==> src/rtl/load_store_unit.sv <==
// Load/store unit: turns byte/half/word core accesses into word-aligned bus
// transfers with lane steering, load extension and a bus-ack timeout.
module load_store_unit #(
    parameter int unsigned TIMEOUT_CYCLES = 255
) (
    input  logic        clk_i,
    input  logic        reset_i,
    input  logic        req_i,
    input  logic        we_i,
    input  logic [31:0] addr_i,
    input  logic [3:0]  mask_i,
    input  logic        sext_i,
    input  logic [31:0] wdata_i,
    output logic        busy_o,
    output logic        done_o,
    output logic        err_o,
    output logic [31:0] rdata_o,
    output logic        bus_req_o,
    input  logic        bus_ack_i,
    output logic        bus_we_o,
    output logic [31:0] bus_addr_o,
    output logic [3:0]  bus_be_o,
    output logic [31:0] bus_wdata_o,
    input  logic [31:0] bus_rdata_i
);

    localparam int unsigned CNT_W = 32;

    typedef enum logic [1:0] {
        IDLE = 2'd0,
        BUS  = 2'd1,
        RESP = 2'd2
    } state_t;

    state_t             r_state;
    logic [CNT_W-1:0]   r_cnt;
    logic [1:0]         r_addr_lo;
    logic [3:0]         r_mask;
    logic               r_sext;

    logic               w_req_err;
    logic               w_timeout;
    logic [31:0]        w_shifted;
    logic [31:0]        w_ld_data;

    // Request legality and load-data formatting
    always_comb begin
        w_req_err = 1'b0;
        case (mask_i)
            4'b0001: w_req_err = 1'b0;
            4'b0011: w_req_err = addr_i[0];
            4'b1111: w_req_err = (addr_i[1:0] != 2'b00);
            default: w_req_err = 1'b1;
        endcase

        w_shifted = bus_rdata_i >> {r_addr_lo, 3'b000};
        w_ld_data = w_shifted;
        case (r_mask)
            4'b0001: w_ld_data = {{24{r_sext & w_shifted[7]}},  w_shifted[7:0]};
            4'b0011: w_ld_data = {{16{r_sext & w_shifted[15]}}, w_shifted[15:0]};
            default: w_ld_data = w_shifted;
        endcase

        w_timeout = (TIMEOUT_CYCLES != 0) &&
                    (r_cnt == CNT_W'(TIMEOUT_CYCLES - 1));
    end

    // Control FSM with registered outputs; an ack in the timeout cycle wins
    always_ff @(posedge clk_i) begin
        if (reset_i) begin
            r_state     <= IDLE;
            r_cnt       <= '0;
            r_addr_lo   <= '0;
            r_mask      <= '0;
            r_sext      <= 1'b0;
            busy_o      <= 1'b0;
            done_o      <= 1'b0;
            err_o       <= 1'b0;
            rdata_o     <= '0;
            bus_req_o   <= 1'b0;
            bus_we_o    <= 1'b0;
            bus_addr_o  <= '0;
            bus_be_o    <= '0;
            bus_wdata_o <= '0;
        end else begin
            done_o <= 1'b0;
            err_o  <= 1'b0;
            case (r_state)
                IDLE: begin
                    if (req_i) begin
                        r_addr_lo <= addr_i[1:0];
                        r_mask    <= mask_i;
                        r_sext    <= sext_i;
                        busy_o    <= 1'b1;
                        if (w_req_err) begin
                            r_state <= RESP;
                            done_o  <= 1'b1;
                            err_o   <= 1'b1;
                            rdata_o <= '0;
                        end else begin
                            r_state     <= BUS;
                            r_cnt       <= '0;
                            bus_req_o   <= 1'b1;
                            bus_we_o    <= we_i;
                            bus_addr_o  <= {addr_i[31:2], 2'b00};
                            bus_be_o    <= mask_i << addr_i[1:0];
                            bus_wdata_o <= wdata_i << {addr_i[1:0], 3'b000};
                        end
                    end
                end
                BUS: begin
                    if (bus_ack_i) begin
                        r_state   <= RESP;
                        bus_req_o <= 1'b0;
                        done_o    <= 1'b1;
                        rdata_o   <= bus_we_o ? 32'd0 : w_ld_data;
                    end else if (w_timeout) begin
                        r_state   <= RESP;
                        bus_req_o <= 1'b0;
                        done_o    <= 1'b1;
                        err_o     <= 1'b1;
                        rdata_o   <= '0;
                    end else begin
                        r_cnt <= r_cnt + CNT_W'(1);
                    end
                end
                RESP: begin
                    r_state <= IDLE;
                    r_cnt   <= '0;
                    busy_o  <= 1'b0;
                end
                default: begin
                    r_state <= IDLE;
                    busy_o  <= 1'b0;
                end
            endcase
        end
    end

endmodule
==> config.mk <==
export PLATFORM = sky130hd
export DESIGN_NAME = load_store_unit
export DESIGN_NICKNAME = d
export VERILOG_FILES = /design/src/rtl/load_store_unit.sv
export SDC_FILE = /design/constraint.sdc
export NUM_CORES = 1
export LEC_CHECK = 0
export CORE_MARGIN = 4
export CORE_UTILIZATION = 35
export DETAILED_ROUTE_END_ITERATION = 10
export SETUP_SLACK_MARGIN = 0.15
export SLEW_MARGIN = 40
export SYNTH_ARGS = -nofsm -noshare
export SYNTH_HDL_FRONTEND = slang
export SYNTH_SLANG_ARGS = --single-unit
==> constraint.sdc <==
create_clock -name clk_i -period 3.3 [get_ports clk_i]
set_input_delay 0.66 -clock clk_i [delete_from_list [all_inputs] [get_ports clk_i]]
set_output_delay 0.66 -clock clk_i [all_outputs]
set_load 0.01 [all_outputs]
==> results.md, run 1 <==
* FMAX at roughly 380 MHz
* Max-slew violations at 0
* Largest net degree at the start of global routing at 87
* Antenna Nets Post-Route at 0
* CTS HTree Levels at 4
* Rel. slew slack at 53.5%
* DP HPWL at roughly 15 mm
* Netlist Area Pre-Place at ~6500 µm²
* Sw power at 1.05 mW
* Worst-path clk slew at 0.06 ns
* Sequential fraction of the synthesis area at 44.4%
* WHS at about 0.44 ns
* Status: finished clean
* Root buffer cell: clkbuf_16
* Routed length per instance at 16.6 µm
* Crit share post-route at approximately four fifths
* CP required at 3.65 ns
* RSZ-0062 raised after global routing: false
* Hold Crit Class: register to register
* Total GRT Usage at 19.6%
* CTS Hold Bufs at 0
* Row count at just under 50
* GRT Residual Overflow at 0
* Clock insertion delay at the later pin of the skew report at ~0.43 ns
* # fillers at 1749
* RD Place Congestion at 0.807
* Number of CTS-inserted buffers at 17
* Avg Synthesized Cell Area at 8.00 µm²
* Detailed-route via count at between 6000 and 7000
* Die footprint at 20800 µm²
* Met3 routed WL at approximately 2.1 mm
* Crit end category: register
* Initial drt markers at 278
* Layout net count at 1108
* Register area at 2880 µm²
* Pre-antenna DRT Iters at 4
* Initial Util at 35.9%
* First-pass GRT wire length at 32.0 mm
* Top sig layer: met5
* Reg power frac at 41.8%
* Worst vdd ir at 364 µV
* Most frequent cells in the layout: 206 x clkdlybuf4s50_1, 144 x dfxtp_1, 137 x nand2_1, 94 x a21oi_1, 72 x nor2_1
* Min cycle time layout at 2.65 ns
* Switching Fraction at 24.5%
* Resize count post-CTS at 0
* Pleak at 3.25 nW
* Drc violations at 0
* Clock power share at between 40% and 50%
* Number of global-route vias before repair at 6107
* Share of layout cells above drive strength 1 at between 6 and 7%
* Worst-case clock skew at roughly 0.0084 ns
* Kind of critical path: input port to register
* Postcts setup bufs at 0
* Port bufs at approximately 210
* Hold Vio Cnt, Final at 0
* Via density at a little over 5
* Die width at 144 µm
* Setup crit start kind: input port
* Primary FF master, synth: dfxtp_1
* Pwr Density at between 400 and 500 nW/µm²
* Asr flop ratio synth at 0%
* Logic pwr share at approximately a tenth
* Most common library cell in the layout ignoring fill and taps: clkdlybuf4s50_1
* Crit path arrival time at 3.01 ns
* Core ar. at 18100 µm²
* TNS Setup at 0 ns
* Layout area overhead at 45.0%
* Die Span Y at 144 µm
* Initial antenna violation count at 2
* Synth warn at 0
* WL met2 at 9.63 mm
* Syn Inst Count at 812
* CTS tree: built
* Cell variety after synth at 45
* Internal power of the cells at about 3.2 mW
* Final setup violation count at 0
* Worst-Margin Slew at 0.698 ns
* Sink Count at 144
* DRT met1 WL at 8.56 mm
* Area of the multi-input gates at 3350 µm²
* Crit Path Max Fanout at 10
* Clock buffer depth at 2
* Final Routed Wirelength at 20.6 mm
* # diodes at 0
* Ports at 211
* Post-synthesis register bit count at between 100 and 150
* Max_cap viols at 0
* Post-synth EDFFs at 0
## final cells by class
cell class	instances	area share, %
Sequential cell	144	30.6
Clock inverter	14	1.93
Timing Repair Buffer	226	23.7
Clock buffer	18	4.67
Multi-Input combinational cell	600	35.6
Inverter	11	0.439
Tap cell	229	3.04
## per-layer routing
| metal | up-vias | global-route usage, % |
|---|---|---|
| met5 | - | 0 |
| met4 | 4 | 5.45 |
| met3 | 22 | 9.62 |
| met2 | 191 | 32.0 |
| met1 | 2833 | 23.0 |
| li1 | 3207 | - |
## cell usage after synthesis, drive strengths merged (2+ instances only)
master / n / share of area [%]
mux2i: 41 / 6.3
or3: 11 / 1.1
nor4: 6 / 0.58
mux2: 10 / 1.7
o211ai: 2 / 0.23
o21ai: 53 / 4.1
nand3: 22 / 1.7
nand2: 138 / 8.0
nor2: 72 / 4.2
dfxtp: 144 / 44
a21oi: 95 / 7.3
o31ai: 3 / 0.35
and4: 3 / 0.40
a22o: 7 / 0.94
a211oi: 29 / 3.4
ha: 2 / 0.39
nand2b: 5 / 0.60
nor3: 34 / 2.6
nor2b: 13 / 1.3
or4: 3 / 0.35
inv: 11 / 0.64
clkbuf: 47 / 2.7
buf: 11 / 1.0
and3: 6 / 0.58
xnor2: 16 / 2.2
nand3b: 5 / 0.58
and2: 4 / 0.39
nand4: 8 / 0.77
## final timing paths
kind                           start                      end  slack (ns)  cells past startpoint
max                        mask_i[2]   r_cnt[31]$_SDFFE_PP0P_        0.65                      7
min          rdata_o[8]$_SDFFE_PP0P_  rdata_o[8]$_SDFFE_PP0P_        0.44                      2
max reg2reg    r_cnt[1]$_SDFFE_PP0P_   r_cnt[18]$_SDFFE_PP0P_        0.85                      8
min reg2reg  rdata_o[8]$_SDFFE_PP0P_  rdata_o[8]$_SDFFE_PP0P_        0.44                      2
## sequential cells by signal, indices dropped and copies added, names as in the netlist
register and count:
bus_addr_o 30, bus_be_o 4, bus_req_o 1, bus_wdata_o 32
bus_we_o 1, busy_o 1, done_o 1, err_o 1
r_addr_lo 2, r_cnt 32, r_mask 4, r_sext 1
r_state 2, rdata_o 32
## power by group through the flow
stage          combinational [mW]  sequential (mW)  clock [mW]
2_1_floorplan               0.208             1.83           0
3_3_place_gp                0.458             1.82           0
3_5_place_dp                0.460             1.82           0
4_1_cts                     0.463             1.78        2.08
5_1_grt                     0.500             1.78        2.15
6_report                    0.456             1.78        2.03
## worst max-delay path, stage by stage
cell and delay (ns):
clkdlybuf4s50_1 0.53, a211o_1 0.35, o22a_1 0.19, and2_1 0.17, a2111o_1 0.53, or4_1 0.43
a21oi_1 0.15
## logic make-up after synthesis
logic type / after synthesis / synth area share [%]
simple gates: 333 / 23.4
compound gates: 196 / 17.2
flops: 144 / 44.4
buf+inv: 69 / 4.37
mux: 51 / 8.05
xor+xnor: 16 / 2.16
fa+ha+maj: 2 / 0.385
other cells: 1 / 0.0577
## through the flow
stage / instances / area (µm²) / setup WS (ns) / power (mW) / utilization [%]
global route: 1242 / 9410 / 0.507 / 4.43 / 52.0
floorplan: 813 / 6500 / 0.693 / 2.03 / -
detailed placement: 1210 / 8790 / 0.246 / 2.28 / 48.6
CTS: 1242 / 9410 / 0.663 / 4.32 / 52.0
global placement: 1210 / 8790 / 0.267 / 2.28 / 48.6
finish: 1242 / 9410 / 0.646 / 4.26 / 52.0
Note: power is estimated with default switching activity, not from simulation.
==> run 2: changes to the inputs <==
- PLACE_DENSITY: default -> 0.66
- clock period: 3.3 -> 2.4 ns (I/O delays scaled with it)
==> run 2 against run 1 <==
Net effect: cell area rose by 4.0%; count of clock-buffer cells in the layout rose by 1; register-to-register slack got worse by 0.66 ns; sequential share of layout area fell by 1.1 points; clock power rose by 32%; critical path type unchanged; largest cell class unchanged; largest power group unchanged.
==> results.md, run 2 (same netlist as run 1, synthesis figures left out) <==
* Status: finished clean
* Kind of critical path: input port to register
* Sink Count at 144
* Crit end category: register
* # diodes at 0
* Reg-to-Reg Start: r_state[0]$_SDFFE_PP0P_
* Max_cap viols at 0
* Cell Chain, Critical Path: dlygate4sd2_1 -> nand3b_1 -> or3_4 -> and2_4 -> a2111o_1 -> or4_1 -> a21oi_2
* Die Span Y at between 100 and 150 µm
* Number of CTS-inserted buffers at 17
* CTS HTree Levels at 4
* Die width at roughly 140 µm
* Final Routed Wirelength at roughly 21 mm
* Layout area overhead at 50.8%
* Antenna Nets Post-Route at 0
* CTS tree: built
* Pre-antenna DRT Iters at 4
* Port bufs at 208
* Initial antenna violation count at 0
* GRT Residual Overflow at 0
* Ports at approximately 210
* Initial Util at 35.9%
* Root buffer cell: clkbuf_16
* Crit path arrival time at 2.58 ns
* Worst Setup EP: r_cnt[31]$_SDFFE_PP0P_
* Crit-path leading delay family: simple AND/OR/NAND/NOR gates
* Worst-case clock skew at between 0.009 and 0.01 ns
* Die footprint at 20800 µm²
* DP HPWL at 15.3 mm
* Total power at 5.79 mW
* Routed length per instance at 16.1 µm
* Final setup violation count at 0
* Reg-to-reg endpoint: r_cnt[31]$_SDFFE_PP0P_
* Setup crit start kind: input port
* Largest net degree at the start of global routing at 42
* Detailed-route via count at 6496
* Drc violations at 0
* Number of global-route vias before repair at ~6300
* First-pass GRT wire length at 32.2 mm
* Crit share post-route at 92.9%
* Most frequent cells in the layout: 200 x clkdlybuf4s50_1, 140 x dfxtp_1, 137 x nand2_1, 92 x a21oi_1, 72 x nor2_1
* Max incr delay on CP at 0.55 ns
* Layout net count at 1151
* Flop-to-flop setup slack at ~0.19 ns
* Worst-path clk slew at 0.06 ns
* Clock insertion delay at the later pin of the skew report at around 0.42 ns
* Worst Setup SP: addr_i[1]
* Crit Path Max Fanout at 3
* Via density at about 5.1
* Pwr Density at slightly below 600 nW/µm²
* Worst slack at placement at -0.415 ns
* Buf/Inv on CP at 1
* Worst Reg-to-Reg Cells at 6
* Hold Crit Class: register to register
* Max-slew violations at 0
* Total GRT Usage at 19.6%
* Most common library cell in the layout ignoring fill and taps: clkdlybuf4s50_1
* Initial drt markers at 297
* Clock buffer depth at 2
* RSZ-0062 raised after global routing: true
* Worst-Margin Slew at 0.678 ns
* Cell depth of the worst setup path at 7
* Slowest-stage cell, CP: or4_1
* Min cycle time layout at around 2.2 ns
* Core ar. at between 15000 and 20000 µm²
* Pleak at 3.48 nW
* RD Place Congestion at 0.832
* CP required at between 2 and 3 ns
* # fillers at 1759
* Hold Vio Cnt, Final at 0
* Row count at 49
* Share of layout cells above drive strength 1 at 11.6%
* FMAX at 449 MHz
* Setup ws final at between 0.15 and 0.2 ns
* Rel. slew slack at 54.7%
* Worst vdd ir at 492 µV
* Biggest regs: bus_wdata_o x32, r_cnt x32, rdata_o x32
==> run 2: metrics by stage <==
step,hold slack [ns],cell area (µm²),cells,TNS [ns],utilization [%]
final,0.446,9790,1285,0,54.1
after CTS,0.449,9720,1281,0,53.7
after detailed placement,0.438,9070,1244,-11.71,50.2
after global placement,0.432,9070,1244,-9.56,50.2
after floorplan,0.452,6500,813,0,-
after global routing,0.469,9790,1285,0,54.1
==> run 2: area by class of cell <==
class / instances / area (µm²) / share of cell area, %
Clock buffer: 19 / 443 / 4.52
Clock inverter: 13 / 153 / 1.56
Inverter: 11 / 41.3 / 0.422
Multi-Input combinational cell: 601 / 3410 / 34.8
Sequential cell: 144 / 2890 / 29.5
Tap cell: 229 / 287 / 2.93
Timing Repair Buffer: 268 / 2570 / 26.2
==> run 2: worst min-delay path: stages (launching register included) <==
cell and delay (ns):
dfxtp_1 0.31, nand2_1 0.05, o21ai_1 0.05
==> run 2: metal layers <==
| layer | vias up | share of wire [%] | GRT usage [%] |
|---|---|---|---|
| met5 | - | 0 | 0 |
| met4 | 0 | 1.5 | 5.69 |
| met3 | 20 | 11 | 9.49 |
| met2 | 205 | 48 | 32.7 |
| met1 | 2979 | 40 | 22.4 |
| li1 | 3292 | - | - |
==> run 2: worst min-delay path by stage <==
stage,startpoint,to,slack (ns),depth (start not counted)
floorplan,r_mask[0]$_SDFFE_PP0P_,r_mask[0]$_SDFFE_PP0P_,0.45,2
global placement,rdata_o[15]$_SDFFE_PP0P_,rdata_o[15]$_SDFFE_PP0P_,0.43,2
detailed placement,rdata_o[15]$_SDFFE_PP0P_,rdata_o[15]$_SDFFE_PP0P_,0.44,2
CTS,rdata_o[16]$_SDFFE_PP0P_,rdata_o[16]$_SDFFE_PP0P_,0.45,2
global route,rdata_o[13]$_SDFFE_PP0P_,rdata_o[13]$_SDFFE_PP0P_,0.47,2
finish,rdata_o[16]$_SDFFE_PP0P_,rdata_o[16]$_SDFFE_PP0P_,0.45,2
==> run 2: where the power goes <==
group | switching [mW] | internal (mW) | total [mW]
Clock | 1.09 | 1.58 | 2.67
Sequential | 0.0261 | 2.43 | 2.45
Combinational | 0.312 | 0.350 | 0.662
==> run 2: timing repair <==
item / in CTS / in global routing
gates resized for setup: 10 / 14
setup endpoints to repair: 19 / 43
buffers inserted: 3 / 4
gates cloned: 2 / 0
hold buffers: 0 / 0
pin swaps: 7 / 3
==> run 3: changes to the inputs <==
- clock period: 2.4 -> 2 ns (I/O delays scaled with it)
==> run 3 against run 2 <==
Net effect: the flow now finishes with violations (setup timing); clock power rose by 21%; cell count up 4.0%; sequential power grew 20%; largest power group unchanged.
==> results.md, run 3 (same netlist as run 1, synthesis figures left out) <==
* Status: finished with violations
* Violated checks: setup timing
* Total GRT Usage at between 20% and 30%
* Max incr delay on CP at 0.34 ns
* Crit Path Max Fanout at 7
* Crit share post-route at 108%
* Initial antenna violation count at 3
* CTS HTree Levels at 4
* DP HPWL at 15.8 mm
* Drc violations at 0
* CTS tree: built
* Reg power frac at 41.5%
* Row count at 49
* Min cycle time layout at 2.16 ns
* Setup ws final at -0.160 ns
* Switching Fraction at 25.5%
* Cell Chain, Critical Path: nor4_2 -> nand4_1 -> o31ai_4 -> buf_4 -> buf_8 -> buf_4 -> buf_6 -> and2_4 -> or3_4 -> a21oi_1
* Clock buffer depth at 2
* Worst vdd ir at 573 µV
* Number of CTS-inserted buffers at 17
* Flop-to-flop setup slack at -0.16 ns
* Layout area overhead at 67.1%
* Share of layout cells above drive strength 1 at ~23%
* Via density at 5.17
* Worst slack at placement at -0.788 ns
* Kind of critical path: register to register
* Worst-case clock skew at roughly 0.0077 ns
* Clock power share at 45.7%
* Crit path arrival time at 2.47 ns
* Final setup violation count at 55
* First-pass GRT wire length at between 30 and 40 mm
* Die width at 144 µm
* CP required at 2.31 ns
* Number of global-route vias before repair at 6810
* Buf/Inv on CP at 4
* Pre-antenna DRT Iters at 6
* Biggest regs: bus_wdata_o x32, r_cnt x32, rdata_o x32
* Worst-Margin Slew at 0.711 ns
* Max-slew violations at 0
* Antenna Nets Post-Route at 0
* Root buffer cell: clkbuf_16
* Layout net count at 1203
* Hold Vio Cnt, Final at 0
* Largest net degree at the start of global routing at 89
* Die Span Y at 144 µm
* Worst-path clk slew at 0.06 ns
* Final Routed Wirelength at 23.8 mm
* Setup crit start kind: register
* Ports at 211
* Sink Count at 144
* FMAX at about 460 MHz
* Placed cells at 1277
* Most used cell, CP: buf_4
* Internal power of the cells at 5.28 mW
* Port bufs at 208
* RD Place Congestion at 0.840
* Die footprint at just over 20000 µm²
* Crit-path leading delay family: simple AND/OR/NAND/NOR gates
* Final cell count without fillers at 1337
* # fillers at 1576
* Routed length per instance at 17.8 µm
* Initial drt markers at between 300 and 400
* Most frequent cells in the layout: 196 x clkdlybuf4s50_1, 140 x dfxtp_1, 107 x nand2_1, 86 x buf_4, 85 x a21oi_1
* Clock insertion delay at the later pin of the skew report at 0.43 ns
* GRT Residual Overflow at 0
* Hold Crit Class: input port to register
* Most common library cell in the layout ignoring fill and taps: clkdlybuf4s50_1
* Detailed-route via count at 6906
* RSZ-0062 raised after global routing: true
* Register area at 2890 µm²
* Max_cap viols at 0
* Crit end category: register
* Initial Util at 35.9%
* Rel. slew slack at roughly 52%
* # diodes at 0
* Logic pwr share at between 10 and 15%
* Pwr Density at 654 nW/µm²
* Pleak at 4.18 nW
* Slowest-stage cell, CP: dfxtp_2
* Sw power at 1.81 mW
* Area of the multi-input gates at about 3900 µm²
* Core ar. at 18100 µm²
==> run 3: final timing paths <==
check                           startpoint                  endpoint  cells past startpoint
setup reg to reg    r_cnt[13]$_SDFFE_PP0P_    r_cnt[12]$_SDFFE_PP0P_                     10
hold / removal                     reset_i     r_cnt[0]$_SDFFE_PP0P_                      2
hold reg to reg   bus_be_o[0]$_SDFFE_PP0P_  bus_be_o[0]$_SDFFE_PP0P_                      2
setup / recovery    r_cnt[13]$_SDFFE_PP0P_    r_cnt[12]$_SDFFE_PP0P_                     10
==> run 3: per-stage QoR <==
stage               utilization, %  hold WS (ns)  area, µm²  setup TNS, ns  power [mW]
CTS                           57.8         0.278      10400         -0.885        7.11
finish                        60.0         0.297      10900          -3.92        7.09
detailed placement            51.9         0.438       9380         -50.92        3.81
global route                  60.0         0.296      10900          -8.26        7.36
global placement              51.9         0.433       9380         -48.81        3.81
floorplan                        -         0.452       6570          -1.43        3.37
==> run 3: timing repair <==
action                                  CTS  global route
hold buffers                              0             0
setup buffers                            14             5
pin swaps                                46            46
endpoints found under the setup margin  127            71
gates cloned                              7             2
resized for setup                        78            83
==> run 3: final cells by class <==
| class | count | share of cell area (%) |
|---|---|---|
| Timing Repair Buffer | 319 | 29.1 |
| Clock buffer | 19 | 4.08 |
| Multi-Input combinational cell | 602 | 35.8 |
| Clock inverter | 13 | 1.41 |
| Inverter | 11 | 0.380 |
| Tap cell | 229 | 2.64 |
| Sequential cell | 144 | 26.6 |
==> run 3: worst register-to-register path, stage by stage, from the launching register on <==
cell	delay (ns)
dfxtp_2	0.34
nor4_2	0.29
nand4_1	0.24
o31ai_4	0.35
buf_4	0.17
buf_8	0.13
buf_4	0.12
buf_6	0.08
and2_4	0.15
or3_4	0.11
a21oi_1	0.07
==> run 3: layer usage <==
metal,global-route usage [%],routed length (µm),vias up
met4,5.94,583,6
li1,-,-,3402
met5,0,41,-
met2,36.5,11400,241
met1,23.8,9280,3216
met3,10.7,2400,41
==> run 3: power by group through the flow <==
stage	Combinational (mW)	Clock (mW)	Sequential, mW
floorplan	0.357	0	3.01
global placement	0.805	0	3.01
detailed placement	0.807	0	3.01
CTS	0.877	3.28	2.94
global route	0.971	3.44	2.95
finish	0.905	3.24	2.94
